## config.mk

```make
export PLATFORM = sky130hd
export DESIGN_NAME = func_arbiter
export DESIGN_NICKNAME = d
export VERILOG_FILES = /design/src/rtl/func_arbiter.sv
export SDC_FILE = /design/constraint.sdc
export NUM_CORES = 1
export LEC_CHECK = 0
export BUFFER_PORTS_ARGS = -buffer_cell sky130_fd_sc_hd__buf_4
export CAP_MARGIN = 20
export CORE_AREA = 2 2 156 158
export CTS_CLUSTER_SIZE = 16
export DETAILED_ROUTE_END_ITERATION = 6
export DIE_AREA = 0 0 158 160
export PLACE_DENSITY = 0.65
export SYNTH_ARGS = -nofsm -noshare
export SYNTH_HDL_FRONTEND = slang
export SYNTH_SLANG_ARGS = --single-unit
export TNS_END_PERCENT = 100
```

## constraint.sdc

```tcl
create_clock -name clk -period 2.25 [get_ports clk]
set_input_delay 0 -clock clk [delete_from_list [all_inputs] [get_ports clk]]
set_output_delay 0 -clock clk [all_outputs]
set_load 0.01 [all_outputs]
```

## src/rtl/func_arbiter.sv

```systemverilog
// Round-robin arbiter sharing one func evaluator among NUM_REQ requesters.
// Each transaction runs WAIT (with timeout), then DRAIN (discards a lingering f_done), then RESP.
module func_arbiter #(
  parameter int NUM_REQ = 4,
  parameter int TIMEOUT = 32
) (
  input  logic                    clk,
  input  logic                    rst_n,
  input  logic [NUM_REQ-1:0]      req_valid,
  input  logic [16*NUM_REQ-1:0]   req_a,
  input  logic [16*NUM_REQ-1:0]   req_b,
  input  logic [16*NUM_REQ-1:0]   req_c,
  input  logic [16*NUM_REQ-1:0]   req_d,
  output logic [NUM_REQ-1:0]      req_ready,
  output logic [NUM_REQ-1:0]      rsp_valid,
  output logic [31:0]             rsp_z,
  output logic                    rsp_overflow,
  output logic                    rsp_timeout,
  output logic                    busy,
  output logic                    f_start,
  output logic [15:0]             f_a,
  output logic [15:0]             f_b,
  output logic [15:0]             f_c,
  output logic [15:0]             f_d,
  input  logic [31:0]             f_z,
  input  logic                    f_done,
  input  logic                    f_overflow
);
  localparam int IDX_W  = (NUM_REQ > 1) ? $clog2(NUM_REQ) : 1;
  localparam int IDX_W1 = IDX_W + 1;
  localparam int CNT_W  = (TIMEOUT > 0) ? $clog2(TIMEOUT + 1) : 1;
  localparam logic [IDX_W1-1:0] NUM_REQ_W   = IDX_W1'(NUM_REQ);
  localparam logic [CNT_W-1:0]  CNT_LAST    = CNT_W'(TIMEOUT - 1);
  localparam logic [IDX_W-1:0]  LAST_REQ    = IDX_W'(NUM_REQ - 1);

  localparam logic [1:0] IDLE  = 2'd0;
  localparam logic [1:0] WAIT  = 2'd1;
  localparam logic [1:0] DRAIN = 2'd2;
  localparam logic [1:0] RESP  = 2'd3;

  logic [1:0]         state_q, state_d;
  logic [IDX_W-1:0]   grant_q, grant_d;
  logic [IDX_W-1:0]   last_grant_q, last_grant_d;
  logic [CNT_W-1:0]   cnt_q, cnt_d;
  logic               f_start_q, f_start_d;
  logic [15:0]        f_a_q, f_a_d, f_b_q, f_b_d, f_c_q, f_c_d, f_d_q, f_d_d;
  logic [NUM_REQ-1:0] rsp_valid_q, rsp_valid_d;
  logic [31:0]        rsp_z_q, rsp_z_d;
  logic               rsp_ovf_q, rsp_ovf_d;
  logic               rsp_to_q, rsp_to_d;

  logic [IDX_W1-1:0]  cand_s;
  logic [IDX_W-1:0]   pick_s;
  logic               found_s;
  logic [15:0]        sel_a_s, sel_b_s, sel_c_s, sel_d_s;

  // Round-robin search; walking offsets downward lets the nearest valid index win.
  always_comb begin
    found_s = 1'b0;
    pick_s  = last_grant_q;
    cand_s  = '0;
    for (int off = NUM_REQ; off >= 1; off--) begin
      cand_s  = {1'b0, last_grant_q} + IDX_W1'(off);
      cand_s  = (cand_s >= NUM_REQ_W) ? (cand_s - NUM_REQ_W) : cand_s;
      found_s = found_s | req_valid[cand_s[IDX_W-1:0]];
      pick_s  = req_valid[cand_s[IDX_W-1:0]] ? cand_s[IDX_W-1:0] : pick_s;
    end
  end

  // Operand mux for the candidate requester.
  always_comb begin
    sel_a_s = 16'h0000;
    sel_b_s = 16'h0000;
    sel_c_s = 16'h0000;
    sel_d_s = 16'h0000;
    for (int i = 0; i < NUM_REQ; i++) begin
      sel_a_s = (pick_s == IDX_W'(i)) ? req_a[16*i +: 16] : sel_a_s;
      sel_b_s = (pick_s == IDX_W'(i)) ? req_b[16*i +: 16] : sel_b_s;
      sel_c_s = (pick_s == IDX_W'(i)) ? req_c[16*i +: 16] : sel_c_s;
      sel_d_s = (pick_s == IDX_W'(i)) ? req_d[16*i +: 16] : sel_d_s;
    end
  end

  // Transaction sequencing.
  always_comb begin
    state_d      = state_q;
    grant_d      = grant_q;
    last_grant_d = last_grant_q;
    cnt_d        = cnt_q;
    f_start_d    = f_start_q;
    f_a_d        = f_a_q;
    f_b_d        = f_b_q;
    f_c_d        = f_c_q;
    f_d_d        = f_d_q;
    rsp_valid_d  = '0;
    rsp_z_d      = rsp_z_q;
    rsp_ovf_d    = rsp_ovf_q;
    rsp_to_d     = rsp_to_q;
    case (state_q)
      IDLE: begin
        if (found_s) begin
          state_d   = WAIT;
          grant_d   = pick_s;
          cnt_d     = '0;
          f_start_d = 1'b1;
          f_a_d     = sel_a_s;
          f_b_d     = sel_b_s;
          f_c_d     = sel_c_s;
          f_d_d     = sel_d_s;
        end else begin
          f_start_d = 1'b0;
        end
      end
      WAIT: begin
        // Completion takes priority over a coincident timeout.
        if (f_done) begin
          state_d   = DRAIN;
          f_start_d = 1'b0;
          rsp_z_d   = f_z;
          rsp_ovf_d = f_overflow;
          rsp_to_d  = 1'b0;
        end else if (cnt_q == CNT_LAST) begin
          state_d   = DRAIN;
          f_start_d = 1'b0;
          rsp_z_d   = 32'h0000_0000;
          rsp_ovf_d = 1'b0;
          rsp_to_d  = 1'b1;
        end else begin
          cnt_d = cnt_q + CNT_W'(1);
        end
      end
      DRAIN: begin
        if (!f_done) begin
          state_d     = RESP;
          rsp_valid_d = NUM_REQ'(1) << grant_q;
        end else begin
          state_d = DRAIN;
        end
      end
      RESP: begin
        state_d      = IDLE;
        last_grant_d = grant_q;
      end
      default: begin
        state_d   = IDLE;
        f_start_d = 1'b0;
      end
    endcase
  end

  // State registers.
  always_ff @(posedge clk or negedge rst_n) begin
    if (!rst_n) begin
      state_q      <= IDLE;
      grant_q      <= '0;
      last_grant_q <= LAST_REQ;
      cnt_q        <= '0;
      f_start_q    <= 1'b0;
      f_a_q        <= 16'h0000;
      f_b_q        <= 16'h0000;
      f_c_q        <= 16'h0000;
      f_d_q        <= 16'h0000;
      rsp_valid_q  <= '0;
      rsp_z_q      <= 32'h0000_0000;
      rsp_ovf_q    <= 1'b0;
      rsp_to_q     <= 1'b0;
    end else begin
      state_q      <= state_d;
      grant_q      <= grant_d;
      last_grant_q <= last_grant_d;
      cnt_q        <= cnt_d;
      f_start_q    <= f_start_d;
      f_a_q        <= f_a_d;
      f_b_q        <= f_b_d;
      f_c_q        <= f_c_d;
      f_d_q        <= f_d_d;
      rsp_valid_q  <= rsp_valid_d;
      rsp_z_q      <= rsp_z_d;
      rsp_ovf_q    <= rsp_ovf_d;
      rsp_to_q     <= rsp_to_d;
    end
  end

  // req_ready is gated by rst_n so it drops the instant reset asserts.
  assign req_ready    = (rst_n && state_q == IDLE && found_s) ? (NUM_REQ'(1) << pick_s) : '0;
  assign rsp_valid    = rsp_valid_q;
  assign rsp_z        = rsp_z_q;
  assign rsp_overflow = rsp_ovf_q;
  assign rsp_timeout  = rsp_to_q;
  assign busy         = (state_q != IDLE);
  assign f_start      = f_start_q;
  assign f_a          = f_a_q;
  assign f_b          = f_b_q;
  assign f_c          = f_c_q;
  assign f_d          = f_d_q;

endmodule

```

==> results.py <==
metrics = {
    "critical_path": {
        "crit_fanout": 8,
        "required_ps": 2250,
        "worstSetupPathType": "reg2out",
        "startpoint": "last_grant_q[1]",
        "path_cells": "mux2i_1, nor2_1, or3_1, nor3_2, buf_4",
        "cp-end-kind": "output port",
        "r2r_slack_ps": 190,
        "critical-path-max-stage-delay_ps": 600,
        "arrival_ps": 2130,
        "r2r_start": "last_grant_q[1]",
        "startpoint_type": "flip-flop",
        "slowest_stage": "dfstp_2",
    },
    "timing": {
        "worst_pin_slew_ps": 674,
        "period_minus_slack_ps": 2130,
        "rsz0062_at_grt": "no",
        "fmax_mhz": 470,
        "skew_ps": 12.4,
        "slew_headroom_pct": 55.1,
        "final-setup-viol-count": 0,
        "finalMaxSlewViolations": 0,
        "finalSetupTns_ps": 0,
        "period_share_pct": 94.6,
        "hold_violations": 0,
    },
    "pwr": {
        "p_comb_share_pct": 52.1,
        "power_switching_mw": 5.27,
        "netSwitchingFraction_pct": 38.0,
        "p_clk_share_pct": 21.5,
        "p_int_mw": 8.60,
        "p_leak_nw": 6.06,
        "p_per_area_mw_per_mm2": 1080,
        "vdd.ir_drop.worst_uv": 471,
        "seqPwrFrac_pct": 26.5,
    },
    "logic_synthesis": {
        "syn-cell-area_mm2": 0.00627,
        "ys_seq_area_share_pct": 46.0,
        "synth_seq_cells": 115,
        "synth_edf_count": 0,
        "ys.flop_type": "dfrtp_1",
        "yosys.area.top_type_share_pct": 45.1,
        "synth_cell_types": 49,
        "synth_fp_nets": 877,
        "ys.warnings.count": 0,
        "yosysTopAreaCell": "dfrtp_1",
        "syn_inst": 576,
        "synthArstFlopShare_pct": 100,
        "synth_area_leaders": "dfrtp_1 (45%), mux2i_1 (14%), a211oi_1 (8.3%)",
        "syn_area_per_cell_um2": 10.9,
    },
    "hold_path": {
        "hold_start": "req_c[7]",
        "min_path_type": "in2reg",
    },
    "global_route": {
        "grt_use_total_pct": 22.0,
        "first_global_vias": 8012,
        "grt_max_degree": 116,
        "antenna_found_initial": 3,
        "grt-ovfl-total": 0,
        "grt_pass1_wl_mm": 43.0,
    },
    "clock_network": {
        "cts_root_buf": "clkbuf_16",
        "clkSinkCount": 115,
        "cts_tree": "done",
        "cts_max_level": 4,
        "numCtsBuffers": 17,
        "clk_pin_slew_ps": 60,
        "insertion_delay_ps": 420,
        "clock_path_buffers": 2,
    },
    "status": {
        "status": "finished, final reports clean",
    },
    "place": {
        "hpwl_mm": 17.5,
        "dpl-instance-area_mm2": 0.00968,
        "gp_congestion": 0.784,
        "portBuffers": 403,
    },
    "finish": {
        "drive_above_1_share_pct": 39.2,
        "regArea_mm2": 0.00288,
        "final_common_cell": "buf_4",
        "layout.nets": 1523,
        "area_growth_pct": 105,
        "final_area_mm2": 0.0129,
        "final_cell_mix": "buf_4 (419), dlygate4sd3_1 (248), dfrtp_1 (113)",
        "fillerInstances": 2018,
        "multi_input_area_mm2": 0.00311,
    },
    "floorplanning": {
        "coreArea_mm2": 0.0238,
        "start_util_pct": 26.3,
        "ios": 404,
        "core.rowCount": 57,
        "fp.dieH_um": 160,
        "dieArea_mm2": 0.0253,
        "die_w_um": 158,
    },
    "route": {
        "dr_total_vias": 7500,
        "drc": 0,
        "drtIter0Drc": 509,
        "drtAntennaViolNets": 0,
        "dr.pass1.iters": 5,
        "wirelength_mm": 28.7,
        "via_per_inst": 4.80,
        "wire_per_inst_um": 18.3,
    },
    "flow_run": {
        "drv_cap": 0,
    },
}
[sequential cells by signal, indices dropped and copies added, names as in the netlist]
name / flops
f_b: 16
last_grant_q: 2
cnt_q: 6
f_c: 16
grant_q: 2
state_q: 2
f_a: 16
f_d: 16
rsp_valid: 4
f_start: 1
rsp_timeout: 1
rsp_z: 32
rsp_overflow: 1
[per-stage QoR]
| step | total power, mW | util (%) | setup slack [ps] | hold WS, ps | std cells |
|---|---|---|---|---|---|
| CTS | 13.9 | 53.9 | -12.8 | 4.55 | 1557 |
| finish | 13.9 | 54.0 | 122 | 21.4 | 1563 |
| global placement | 10.3 | 40.6 | 305 | 212 | 1276 |
| floorplan | 7.50 | - | 282 | -296 | 576 |
| global route | 14.7 | 54.0 | 11.1 | 16.9 | 1562 |
| detailed placement | 10.4 | 40.6 | 254 | 221 | 1276 |
[timing repair]
item,CTS,global route
hold buffers,248,0
hold endpoints to repair,214,0
endpoints found under the setup margin,3,2
pin swaps,1,1
buffers inserted,0,2
resized for setup,1,0
gates cloned,1,0
[worst max-delay path: cells and delay by family, from the launching register on]
family,cells,cell delay (ps)
flops,1,600
mux,1,200
simple gates,3,760
buf+inv,1,170
[kinds of logic after synthesis]
kind of cell | share of synthesized area (%)
compound gates | 21.0
simple gates | 12.3
flops | 46.0
mux | 14.7
buf+inv | 4.87
fa+ha+maj | 0.998
xor+xnor | 0.140
[worst paths after layout]
check                                     to  cells past startpoint
min in group asynchronous           rsp_z[7]                      3
worst min-delay path                  f_c[7]                      3
max in group asynchronous             f_a[0]                      3
worst max register to register        f_c[0]                      6
worst min register to register        f_b[4]                      2
worst max-delay path            req_ready[0]                      5
[final cells by class]
| class | count | area share (%) |
|---|---|---|
| inverters | 4 | 0.117 |
| diodes | 4 | 0.0778 |
| well taps | 324 | 3.15 |
| clock buffers | 19 | 3.44 |
| multi-input cells | 409 | 24.2 |
| flip-flops and latches | 115 | 22.4 |
| clock inverters | 13 | 1.54 |
| repair buffers | 675 | 45.1 |
[per-layer routing]
| metal | share of wire, % | global-route usage (%) | up-vias |
|---|---|---|---|
| li1 | - | - | 3458 |
| met1 | 38 | 24.1 | 3597 |
| met2 | 50 | 38.4 | 363 |
| met3 | 6.8 | 5.54 | 82 |
| met4 | 4.8 | 12.2 | 0 |
| met5 | 0 | 0 | - |
[synth_stat cells (2+ instances only)]
cell and number:
ha_1 5, mux2_2 2, nor2_1 48, clkbuf_1 19, inv_1 3, buf_2 11
nor3b_1 2, a21oi_1 5, a211oi_2 9, o21ai_0 3, o31ai_1 2, buf_4 9
nand3b_1 2, nand2_1 41, buf_6 7, nand3_1 3, nor3_1 4, dfstp_2 2
nor2b_1 40, mux2i_1 90, nand2b_1 3, o221ai_1 26, a22o_1 33, or4_1 2
a211oi_1 69, dfrtp_1 113
[power by group through the flow]
stage	Clock, mW	Combinational (mW)	Sequential [mW]
4_1_cts	3.07	7.19	3.64
3_5_place_dp	0	6.72	3.66
3_3_place_gp	0	6.63	3.63
2_1_floorplan	0	3.53	3.97
6_report	2.98	7.22	3.67
5_1_grt	3.14	7.82	3.78
(Power assumes the default switching activity.)
